<file path="config.mk">
export PLATFORM = sky130hd
export DESIGN_NAME = matrix_operand_store
export DESIGN_NICKNAME = d
export VERILOG_FILES = /design/src/rtl/matrix_operand_store_pkg.sv /design/src/rtl/matrix_plane.sv /design/src/rtl/matrix_operand_store.sv
export SDC_FILE = /design/constraint.sdc
export NUM_CORES = 2
export LEC_CHECK = 0
export ABC_CLOCK_PERIOD_IN_PS = 275700
export CAP_MARGIN = 20
export CORE_MARGIN = 1
export CORE_UTILIZATION = 64
export DETAILED_ROUTE_END_ITERATION = 8
export PLACE_DENSITY_LB_ADDON = 0.2
export SLEW_MARGIN = 5
export SYNTH_ARGS = -nofsm -noshare
export SYNTH_HDL_FRONTEND = slang
export SYNTH_SLANG_ARGS = --single-unit
</file>
<file path="constraint.sdc">
create_clock -name clk -period 275.7 [get_ports clk]
set_input_delay 55.14 -clock clk [delete_from_list [all_inputs] [get_ports clk]]
set_output_delay 55.14 -clock clk [all_outputs]
set_load 0.005 [all_outputs]
</file>
<file path="src/rtl/matrix_operand_store_pkg.sv">
// Shared constants, FSM state type and index helpers for the matrix operand store.
package matrix_operand_store_pkg;

    localparam int unsigned DEF_MAX_ROWS = 5;
    localparam int unsigned DEF_MAX_COLS = 5;
    localparam int unsigned DEF_DW       = 32;
    localparam int unsigned IDX_W        = 4;
    localparam int unsigned CNT_W        = 5;

    typedef enum logic [1:0] {
        S_IDLE = 2'd0,
        S_DUMP = 2'd1,
        S_FIN  = 2'd2
    } state_e;

    // True when an index addresses a real row/column (0 .. lim-1).
    function automatic logic idx_ok(input logic [IDX_W-1:0] idx, input int unsigned lim);
        return (32'(idx) < lim);
    endfunction

    // True when a dump dimension is between 1 and lim inclusive.
    function automatic logic dim_ok(input logic [IDX_W-1:0] dim, input int unsigned lim);
        return (dim != '0) && (32'(dim) <= lim);
    endfunction

endpackage

</file>
<file path="src/rtl/matrix_plane.sv">
// One ROWS x COLS x DW operand plane: async clear, one synchronous write port,
// one combinational read port returning 0 for out-of-range addresses.
module matrix_plane
    import matrix_operand_store_pkg::*;
#(
    parameter int unsigned ROWS = DEF_MAX_ROWS,
    parameter int unsigned COLS = DEF_MAX_COLS,
    parameter int unsigned DW   = DEF_DW
) (
    input  logic             clk,
    input  logic             rst,
    input  logic             we,
    input  logic [IDX_W-1:0] wr_row,
    input  logic [IDX_W-1:0] wr_col,
    input  logic [DW-1:0]    wr_data,
    input  logic [IDX_W-1:0] rd_row,
    input  logic [IDX_W-1:0] rd_col,
    output logic [DW-1:0]    rd_data
);

    logic [DW-1:0] mem_q [ROWS][COLS];

    // Cell storage: cleared on reset, written at the addressed cell when we is high.
    always_ff @(posedge clk or posedge rst) begin
        if (rst) begin
            for (int unsigned r = 0; r < ROWS; r++) begin
                for (int unsigned c = 0; c < COLS; c++) begin
                    mem_q[r][c] <= '0;
                end
            end
        end else if (we) begin
            for (int unsigned r = 0; r < ROWS; r++) begin
                for (int unsigned c = 0; c < COLS; c++) begin
                    if (wr_row == IDX_W'(r) && wr_col == IDX_W'(c)) begin
                        mem_q[r][c] <= wr_data;
                    end
                end
            end
        end
    end

    // Read mux: an address matching no cell falls through to zero.
    always_comb begin
        rd_data = '0;
        for (int unsigned r = 0; r < ROWS; r++) begin
            for (int unsigned c = 0; c < COLS; c++) begin
                if (rd_row == IDX_W'(r) && rd_col == IDX_W'(c)) begin
                    rd_data = mem_q[r][c];
                end
            end
        end
    end

endmodule

</file>
<file path="src/rtl/matrix_operand_store.sv">
// Memory-side responder for the matrix ALU: operand planes A/B filled by a
// loader, result plane C captured from the ALU and streamed row-major on demand.
module matrix_operand_store
    import matrix_operand_store_pkg::*;
#(
    parameter int unsigned MAX_ROWS = DEF_MAX_ROWS,
    parameter int unsigned MAX_COLS = DEF_MAX_COLS,
    parameter int unsigned DW       = DEF_DW
) (
    input  logic             clk,
    input  logic             rst,
    input  logic             load_we,
    input  logic             load_sel,
    input  logic [IDX_W-1:0] load_row,
    input  logic [IDX_W-1:0] load_col,
    input  logic [DW-1:0]    load_data,
    input  logic [IDX_W-1:0] row_read_a,
    input  logic [IDX_W-1:0] col_read_a,
    input  logic [IDX_W-1:0] row_read_b,
    input  logic [IDX_W-1:0] col_read_b,
    output logic [DW-1:0]    data_a,
    output logic [DW-1:0]    data_b,
    input  logic [DW-1:0]    result,
    input  logic [IDX_W-1:0] row_write,
    input  logic [IDX_W-1:0] col_write,
    input  logic             result_we,
    input  logic             c_clear,
    input  logic             dump_start,
    input  logic [IDX_W-1:0] dump_rows,
    input  logic [IDX_W-1:0] dump_cols,
    output logic [DW-1:0]    out_data,
    output logic [IDX_W-1:0] out_row,
    output logic [IDX_W-1:0] out_col,
    output logic             out_valid,
    input  logic             out_ready,
    output logic             out_last,
    output logic             dump_done,
    output logic             busy,
    output logic [CNT_W-1:0] written_cnt,
    output logic             err
);

    state_e           state_q, state_d;
    logic [IDX_W-1:0] r_q, r_d, c_q, c_d;
    logic [IDX_W-1:0] rows_q, rows_d, cols_q, cols_d;
    logic             err_q, err_d;
    logic [CNT_W-1:0] cnt_q, cnt_d;
    logic             bm_q [MAX_ROWS][MAX_COLS];
    logic             bm_d [MAX_ROWS][MAX_COLS];

    logic             load_ok, res_ok;
    logic             we_a, we_b, res_accept;
    logic             load_bad, res_bad, dims_bad;
    logic             at_last;
    logic [DW-1:0]    c_rd_data;

    assign load_ok    = idx_ok(load_row, MAX_ROWS) && idx_ok(load_col, MAX_COLS);
    assign res_ok     = idx_ok(row_write, MAX_ROWS) && idx_ok(col_write, MAX_COLS);
    assign we_a       = load_we && load_ok && !load_sel;
    assign we_b       = load_we && load_ok && load_sel;
    // Results are refused while streaming so the dumped data cannot change underneath.
    assign res_accept = result_we && res_ok && (state_q != S_DUMP);
    assign load_bad   = load_we && !load_ok;
    assign res_bad    = result_we && !res_accept;
    assign err_d      = load_bad || res_bad || dims_bad;

    assign at_last    = (r_q == (rows_q - 4'd1)) && (c_q == (cols_q - 4'd1));

    assign out_row     = r_q;
    assign out_col     = c_q;
    assign out_data    = out_valid ? c_rd_data : '0;
    assign written_cnt = cnt_q;
    assign err         = err_q;

    matrix_plane #(.ROWS(MAX_ROWS), .COLS(MAX_COLS), .DW(DW)) u_plane_a (
        .clk     (clk),
        .rst     (rst),
        .we      (we_a),
        .wr_row  (load_row),
        .wr_col  (load_col),
        .wr_data (load_data),
        .rd_row  (row_read_a),
        .rd_col  (col_read_a),
        .rd_data (data_a)
    );

    matrix_plane #(.ROWS(MAX_ROWS), .COLS(MAX_COLS), .DW(DW)) u_plane_b (
        .clk     (clk),
        .rst     (rst),
        .we      (we_b),
        .wr_row  (load_row),
        .wr_col  (load_col),
        .wr_data (load_data),
        .rd_row  (row_read_b),
        .rd_col  (col_read_b),
        .rd_data (data_b)
    );

    // Plane C's only read port is driven by the stream cursor.
    matrix_plane #(.ROWS(MAX_ROWS), .COLS(MAX_COLS), .DW(DW)) u_plane_c (
        .clk     (clk),
        .rst     (rst),
        .we      (res_accept),
        .wr_row  (row_write),
        .wr_col  (col_write),
        .wr_data (result),
        .rd_row  (r_q),
        .rd_col  (c_q),
        .rd_data (c_rd_data)
    );

    // Written-cell bitmap and count; a clear is applied before the same-cycle write.
    always_comb begin
        bm_d  = bm_q;
        cnt_d = cnt_q;
        if (c_clear) begin
            for (int unsigned r = 0; r < MAX_ROWS; r++) begin
                for (int unsigned c = 0; c < MAX_COLS; c++) begin
                    bm_d[r][c] = 1'b0;
                end
            end
            cnt_d = '0;
        end
        if (res_accept) begin
            for (int unsigned r = 0; r < MAX_ROWS; r++) begin
                for (int unsigned c = 0; c < MAX_COLS; c++) begin
                    if (row_write == IDX_W'(r) && col_write == IDX_W'(c) && !bm_d[r][c]) begin
                        bm_d[r][c] = 1'b1;
                        cnt_d      = cnt_d + 5'd1;
                    end
                end
            end
        end
    end

    // Dump FSM next state and stream outputs.
    always_comb begin
        state_d   = state_q;
        r_d       = r_q;
        c_d       = c_q;
        rows_d    = rows_q;
        cols_d    = cols_q;
        dims_bad  = 1'b0;
        out_valid = 1'b0;
        out_last  = 1'b0;
        busy      = 1'b0;
        dump_done = 1'b0;
        case (state_q)
            S_IDLE: begin
                if (dump_start) begin
                    if (dim_ok(dump_rows, MAX_ROWS) && dim_ok(dump_cols, MAX_COLS)) begin
                        rows_d  = dump_rows;
                        cols_d  = dump_cols;
                        r_d     = '0;
                        c_d     = '0;
                        state_d = S_DUMP;
                    end else begin
                        dims_bad = 1'b1;
                        state_d  = S_FIN;
                    end
                end
            end
            S_DUMP: begin
                busy      = 1'b1;
                out_valid = 1'b1;
                out_last  = at_last;
                if (out_ready) begin
                    if (c_q == (cols_q - 4'd1)) begin
                        c_d = '0;
                        if (at_last) begin
                            r_d     = '0;
                            state_d = S_FIN;
                        end else begin
                            r_d = r_q + 4'd1;
                        end
                    end else begin
                        c_d = c_q + 4'd1;
                    end
                end
            end
            S_FIN: begin
                dump_done = 1'b1;
                state_d   = S_IDLE;
            end
            default: state_d = S_IDLE;
        endcase
    end

    // Control registers: FSM, stream cursor, latched dimensions, error pulse.
    always_ff @(posedge clk or posedge rst) begin
        if (rst) begin
            state_q <= S_IDLE;
            r_q     <= '0;
            c_q     <= '0;
            rows_q  <= '0;
            cols_q  <= '0;
            err_q   <= 1'b0;
        end else begin
            state_q <= state_d;
            r_q     <= r_d;
            c_q     <= c_d;
            rows_q  <= rows_d;
            cols_q  <= cols_d;
            err_q   <= err_d;
        end
    end

    // Bitmap and written-count registers.
    always_ff @(posedge clk or posedge rst) begin
        if (rst) begin
            cnt_q <= '0;
            for (int unsigned r = 0; r < MAX_ROWS; r++) begin
                for (int unsigned c = 0; c < MAX_COLS; c++) begin
                    bm_q[r][c] <= 1'b0;
                end
            end
        end else begin
            cnt_q <= cnt_d;
            bm_q  <= bm_d;
        end
    end

endmodule

</file>
**Word-level counts from Yosys, hierarchy flattened**

Cells that the tools add are included.

- Register bits: 2449
- Input bits: 112
- Output and inout port bits: 114
- Logic and storage cells: 653

- Add/sub/neg operators: 29
- Magnitude comparators: 6
- Equality and inequality tests: 50
- Multiplexer cells: 175
- Reductions and logical operators: 286

Operators by type and width:

| kind | number |
|---|---|
| 32-bit two-way mux | 76 |
| 5-bit two-way mux | 51 |
| 1-bit logical AND | 163 |
| 2-bit AND reduction | 75 |
| 5-bit by 1-bit adder with 5-bit output, second input constant | 25 |
| 4-bit by 2-bit == test with 1-bit output, second input constant | 20 |
| 25-bit two-way mux | 2 |
| 4-bit by 1-bit == test with 1-bit output, second input constant | 10 |
| 4-bit by 3-bit == test with 1-bit output, second input constant | 10 |
| 4-bit logical NOT | 10 |
| 1-bit two-way mux | 31 |
| 1-bit logical NOT | 28 |
| 4-bit two-way mux | 7 |
| 4-bit by 3-bit < comparator with 1-bit output, second input constant | 4 |
| 4-bit one-hot mux with 2 select lines | 2 |
| 2-bit two-way mux | 5 |
| 2-bit inequality test, second input constant | 5 |
| 4-bit by 1-bit adder with 4-bit output, second input constant | 2 |
| 4-bit == test | 2 |
| 4-bit by 3-bit less-or-equal comparator with 1-bit output, second input constant | 2 |
| 4-bit AND reduction | 2 |
| 4-bit nonzero test | 2 |
| 4-bit by 1-bit subtractor with 4-bit output, second input constant | 2 |
| 5-bit AND reduction | 1 |
| 8 further kinds | 9 |

**Longest topological paths before layout**

- Depth after elaboration: 77
- Mapped depth: 78
- Mapped depth without buffers: 77

**Cells and area by module**

From an unflattened synthesis, not the netlist that was laid out.

- Cells, all modules: 9798
- Area, all modules: 119525.9 um^2

Modules (own cells, without submodules):

| module | instances | cells each | area an instance (um^2) | seq. area each (um^2) |
|---|---|---|---|---|
| matrix_plane | 3 | 3015 | 37906.4 | 20019.2 |
| matrix_operand_store | 1 | 753 | 5806.8 | 1226.2 |

**Worst setup path before layout**

OpenSTA, ideal clock, no wires.

- Path kind: input to output
- Start: input col_read_a[1]
- End: output data_a[28]
- Data arrival time: 57.647 ns
- Data required time: 220.560 ns
- Path slack: 162.913 ns
- Stages: 10
- Path buffers: 3
- Path through: clkbuf_1 > nor4b_1 > clkbuf_1 > nand4_1 > clkbuf_1 > nor2_1 > a31oi_1 > a221o_1 > a21oi_1 > nand3_1

- Cells in the longest elaborated chain, start to end: 27
- Elaborated cells on any way between the ends: 55
- Those cells by class: eq/ne (4); mux (25); reduce/logical (26)

RTL lines:

| item | RTL line | RTL |
|---|---|---|
| start: declaration | matrix_operand_store.sv:18 | `input logic [IDX_W-1:0] col_read_a,` |
| 4-bit logical NOT | matrix_plane.sv:47 | `if (rd_row == IDX_W'(r) && rd_col == IDX_W'(c)) begin` |
| 1-bit logical AND | matrix_plane.sv:47 |  |
| 32-bit two-way mux (24 in series) | matrix_plane.sv:47 |  |
| 32-bit two-way mux * | matrix_plane.sv:47 |  |
| end: declaration | matrix_operand_store.sv:21 | `output logic [DW-1:0] data_a,` |

Every way passes the cells marked *; elsewhere a longest branch is shown, timed or not.

**Worst setup path after layout**

- Start: input col_read_b[0]
- End: output data_b[21]

- Cells in the longest elaborated chain, start to end: 27
- Elaborated cells on any way between the ends: 55
- Those cells by class: eq/ne (4); mux (25); reduce/logical (26)

RTL lines:

| item | RTL line | RTL |
|---|---|---|
| start: declaration | matrix_operand_store.sv:20 | `input logic [IDX_W-1:0] col_read_b,` |
| 4-bit logical NOT | matrix_plane.sv:47 |  |
| 1-bit logical AND | matrix_plane.sv:47 |  |
| 32-bit two-way mux (24 in series) | matrix_plane.sv:47 |  |
| 32-bit two-way mux * | matrix_plane.sv:47 |  |
| end: declaration | matrix_operand_store.sv:22 | `output logic [DW-1:0] data_b,` |

Marked as above.

==> impl_metrics.ini <==
[outcome]
status = complete, no violations

[sta]
timing.setup.tns_ns = 0
max_freq_ghz = 0.00872
setup_viol = 0
drv_slew = 0
finalCritPeriodShare_pct = 41.6
worst_slew_pin_slew_ns = 1.20
period_minus_slack_ns = 114.74
relSlewSlack_pct = 18.1
hold_viol = 0
rsz0062_at_grt = no
skew_ns = 0.0198

[clocking]
post_cts_buffers = 0
cts_tree = built
postCtsHoldBufs = 0
path_clk_slew_ns = 0.06
numCtsBuffers = 236
clockRootBuffer = clkbuf_16
cts.sinks = 2449
clk_path_buf_depth = 3
cts_resized = 0
htree_num_levels = 4
clock_latency_ns = 0.88

[floorplan]
rows = 152
dieArea_sq_mm = 0.174
num_io_pins = 226
die_w_microns = 418
start_util_pct = 64.4
coreArea_sq_mm = 0.172
die_h_microns = 418

[routing]
route.detailed.drc = 0
vias = 76600
wirelength_mm = 311
ant_nets = 0
drt_first_pass_iters = 8
wire_per_inst_microns = 28.0
viasPerCell = 6.92
drt-initial-drc-count = 7945

[logic_synthesis]
ys_async_sr_fraction_pct = 100
synth-edff-count = 0
synth_top_area_share_pct = 55.4
syn_inst = 8658
syn_nets = 8805
ys.flop_type = dfrtp_1
syn_area_per_cell_sq_um = 12.8
ys_ff_latch = 2449
ys_seq_area_share_pct = 55.4
yosys_warnings = 0
synth_area_sq_mm = 0.111
synth.distinct_cells = 91
yosys.area.top_type = dfrtp_1
yosys-top-cells-area = dfrtp_1, mux2_2, a22oi_1

[critical_path]
cp.depth = 14
critPathMaxFanout = 24
required_ns = 220.56
rr_worst_depth = 74
crit_start = col_read_b[0]
reg2reg_from = written_cnt[1]$_DFF_PP0_
cp_slowest_cell = clkdlybuf4s50_1
cp_slowest_stage_delay_ns = 0.69
rr_endpoint = written_cnt[4]$_DFF_PP0_
crit_end = data_b[21]
crit_top_cell = a21oi_1
arrival_ns = 59.60
r2r_setup_slack_ns = 260.21
startpoint_type = primary input
cp_cell_sequence = clkdlybuf4s50_1 > nor3b_1 > nand2b_1 > nor2_2 > buf_4 > a22oi_1 > a41oi_1 > o22ai_1 > a21oi_1 > a21oi_1 > a21oi_1 > a211oi_1 > o21ai_0 > clkdlybuf4s50_1
crit_type = in -> out
crit_family = buffers and inverters
crit_buf_inv = 3
critPathCaptureType = primary output

[place]
place_congestion = 0.899
hpwl_mm = 189
numPortBuffers = 225

[cells_and_area]
regArea_sq_mm = 0.0613
final_cell_mix = dfrtp_1, mux2_2, a22oi_1
nets = 8726
layout_commonest_cell = dfrtp_1
multi_input_area_sq_mm = 0.0468
area_growth_pct = 11.6
drive_above_1_share_pct = 36.5
finish.utilization_pct = 71.9
n_fill_cell = 11500

[global_route]
grt_start_max_net_pins = 196
grt_pass1_wl_mm = 479
overflow = 0
antenna_found_initial = 10
grt_pass1_vias = 79600
grt_usage_pct = 35.7

[power]
p_per_area_mw_per_mm2 = 6.10
finalPower_mw = 0.753
leakage_nw = 59.6
vdd_ir_drop_max_mv = 0.00637

[worst_hold_path]
hold_class = reg -> reg

[run]
max_cap_viol_count = 0
stage by stage:
stage | hold slack (ns) | cells | setup WS [ns] | instance area (sq um)
2_1_floorplan | 0.442 | 8658 | 151.34 | 111000
3_3_place_gp | 0.457 | 10600 | 161.26 | 115000
3_5_place_dp | 0.465 | 10600 | 161.17 | 115000
4_1_cts | 0.478 | 11100 | 161.13 | 123000
5_1_grt | 0.508 | 11100 | 160.78 | 123000
6_report | 0.487 | 11100 | 160.96 | 123000
synth_stat cells (all sizes together) (15+ instances only):
cell type and number:
nor4 17, and4 19, ha 35, mux2 2410, a211oi 74, nor2 373, nand2b 20, nor4b 18
nor3 66, o211ai 60, nand4 92, nand3 107, a31oi 50, a221oi 203, inv 37, a221o 23
a222oi 89, nand2 296, buf 97, xor2 20, o21ai 347, o221ai 17, dfrtp 2449, a22oi 378
clkbuf 673, a41oi 24, and3 21, o22ai 70, a21oi 239, xnor2 50, a22o 70, a2111oi 15
worst min-delay path by stage:
stage                                           startpoint                               end  slack, ns  cells after the start
after floorplan                          bm_q[0]$_DFF_PP0_                 bm_q[0]$_DFF_PP0_       0.44                      2
after global placement                   bm_q[4]$_DFF_PP0_                 bm_q[4]$_DFF_PP0_       0.46                      2
after detailed placement                 bm_q[4]$_DFF_PP0_                 bm_q[4]$_DFF_PP0_       0.46                      2
after CTS                                bm_q[4]$_DFF_PP0_                 bm_q[4]$_DFF_PP0_       0.48                      2
after global routing      u_plane_b.mem_q[538]$_DFFE_PP0P_  u_plane_b.mem_q[538]$_DFFE_PP0P_       0.51                      1
final                                    bm_q[4]$_DFF_PP0_                 bm_q[4]$_DFF_PP0_       0.49                      2
state kept, by name, indices dropped and copies added (netlist names), 5 cells and up:
signal	count
bm_q	25
u_plane_a.mem_q	800
u_plane_b.mem_q	800
u_plane_c.mem_q	800
written_cnt	5
worst reg2reg max path: cells and delay by family, from the launching register on:
kind,cells,cell delay (ns)
fa+ha+maj,12,3.63
flops,1,0.47
compound gates,26,5.00
mux,3,0.50
buf+inv,2,0.12
simple gates,21,3.69
xor+xnor,10,1.97
power breakdown:
group          switching [mW]  internal (mW)
combinational          0.0385         0.0162
clock                   0.140          0.193
sequential            0.00248          0.362
layer usage:
metal | track usage (%) | wire, microns | part of all wire, % | vias up
met5 | 0 | 90 | 0.029 | -
met4 | 15.8 | 14500 | 4.7 | 14
met3 | 5.88 | 22300 | 7.2 | 772
met2 | 58.3 | 150000 | 48 | 3364
met1 | 47.4 | 124000 | 40 | 40400
li1 | - | - | - | 32100
final cells by class:
type / instances / area share, %
Tap cell: 2310 / 2.34
Sequential cell: 2449 / 49.7
Inverter: 38 / 0.122
Multi-Input combinational cell: 5401 / 38.0
Timing Repair Buffer: 453 / 3.40
Clock buffer: 352 / 5.61
Clock inverter: 76 / 0.872
Antenna cell: 4 / 0.00811
logic make-up after synthesis:
family	count (synthesis)	synth area share (%)
buffers and inverters	808	2.75
muxes	2422	24.7
and+or+nand+nor	1119	4.83
xor gates and xnor gates	73	0.712
DFF	2449	55.4
adders and majority gates	37	0.414
AOI/OAI and AO/OA	1750	11.2
(Power assumes the default switching activity.)
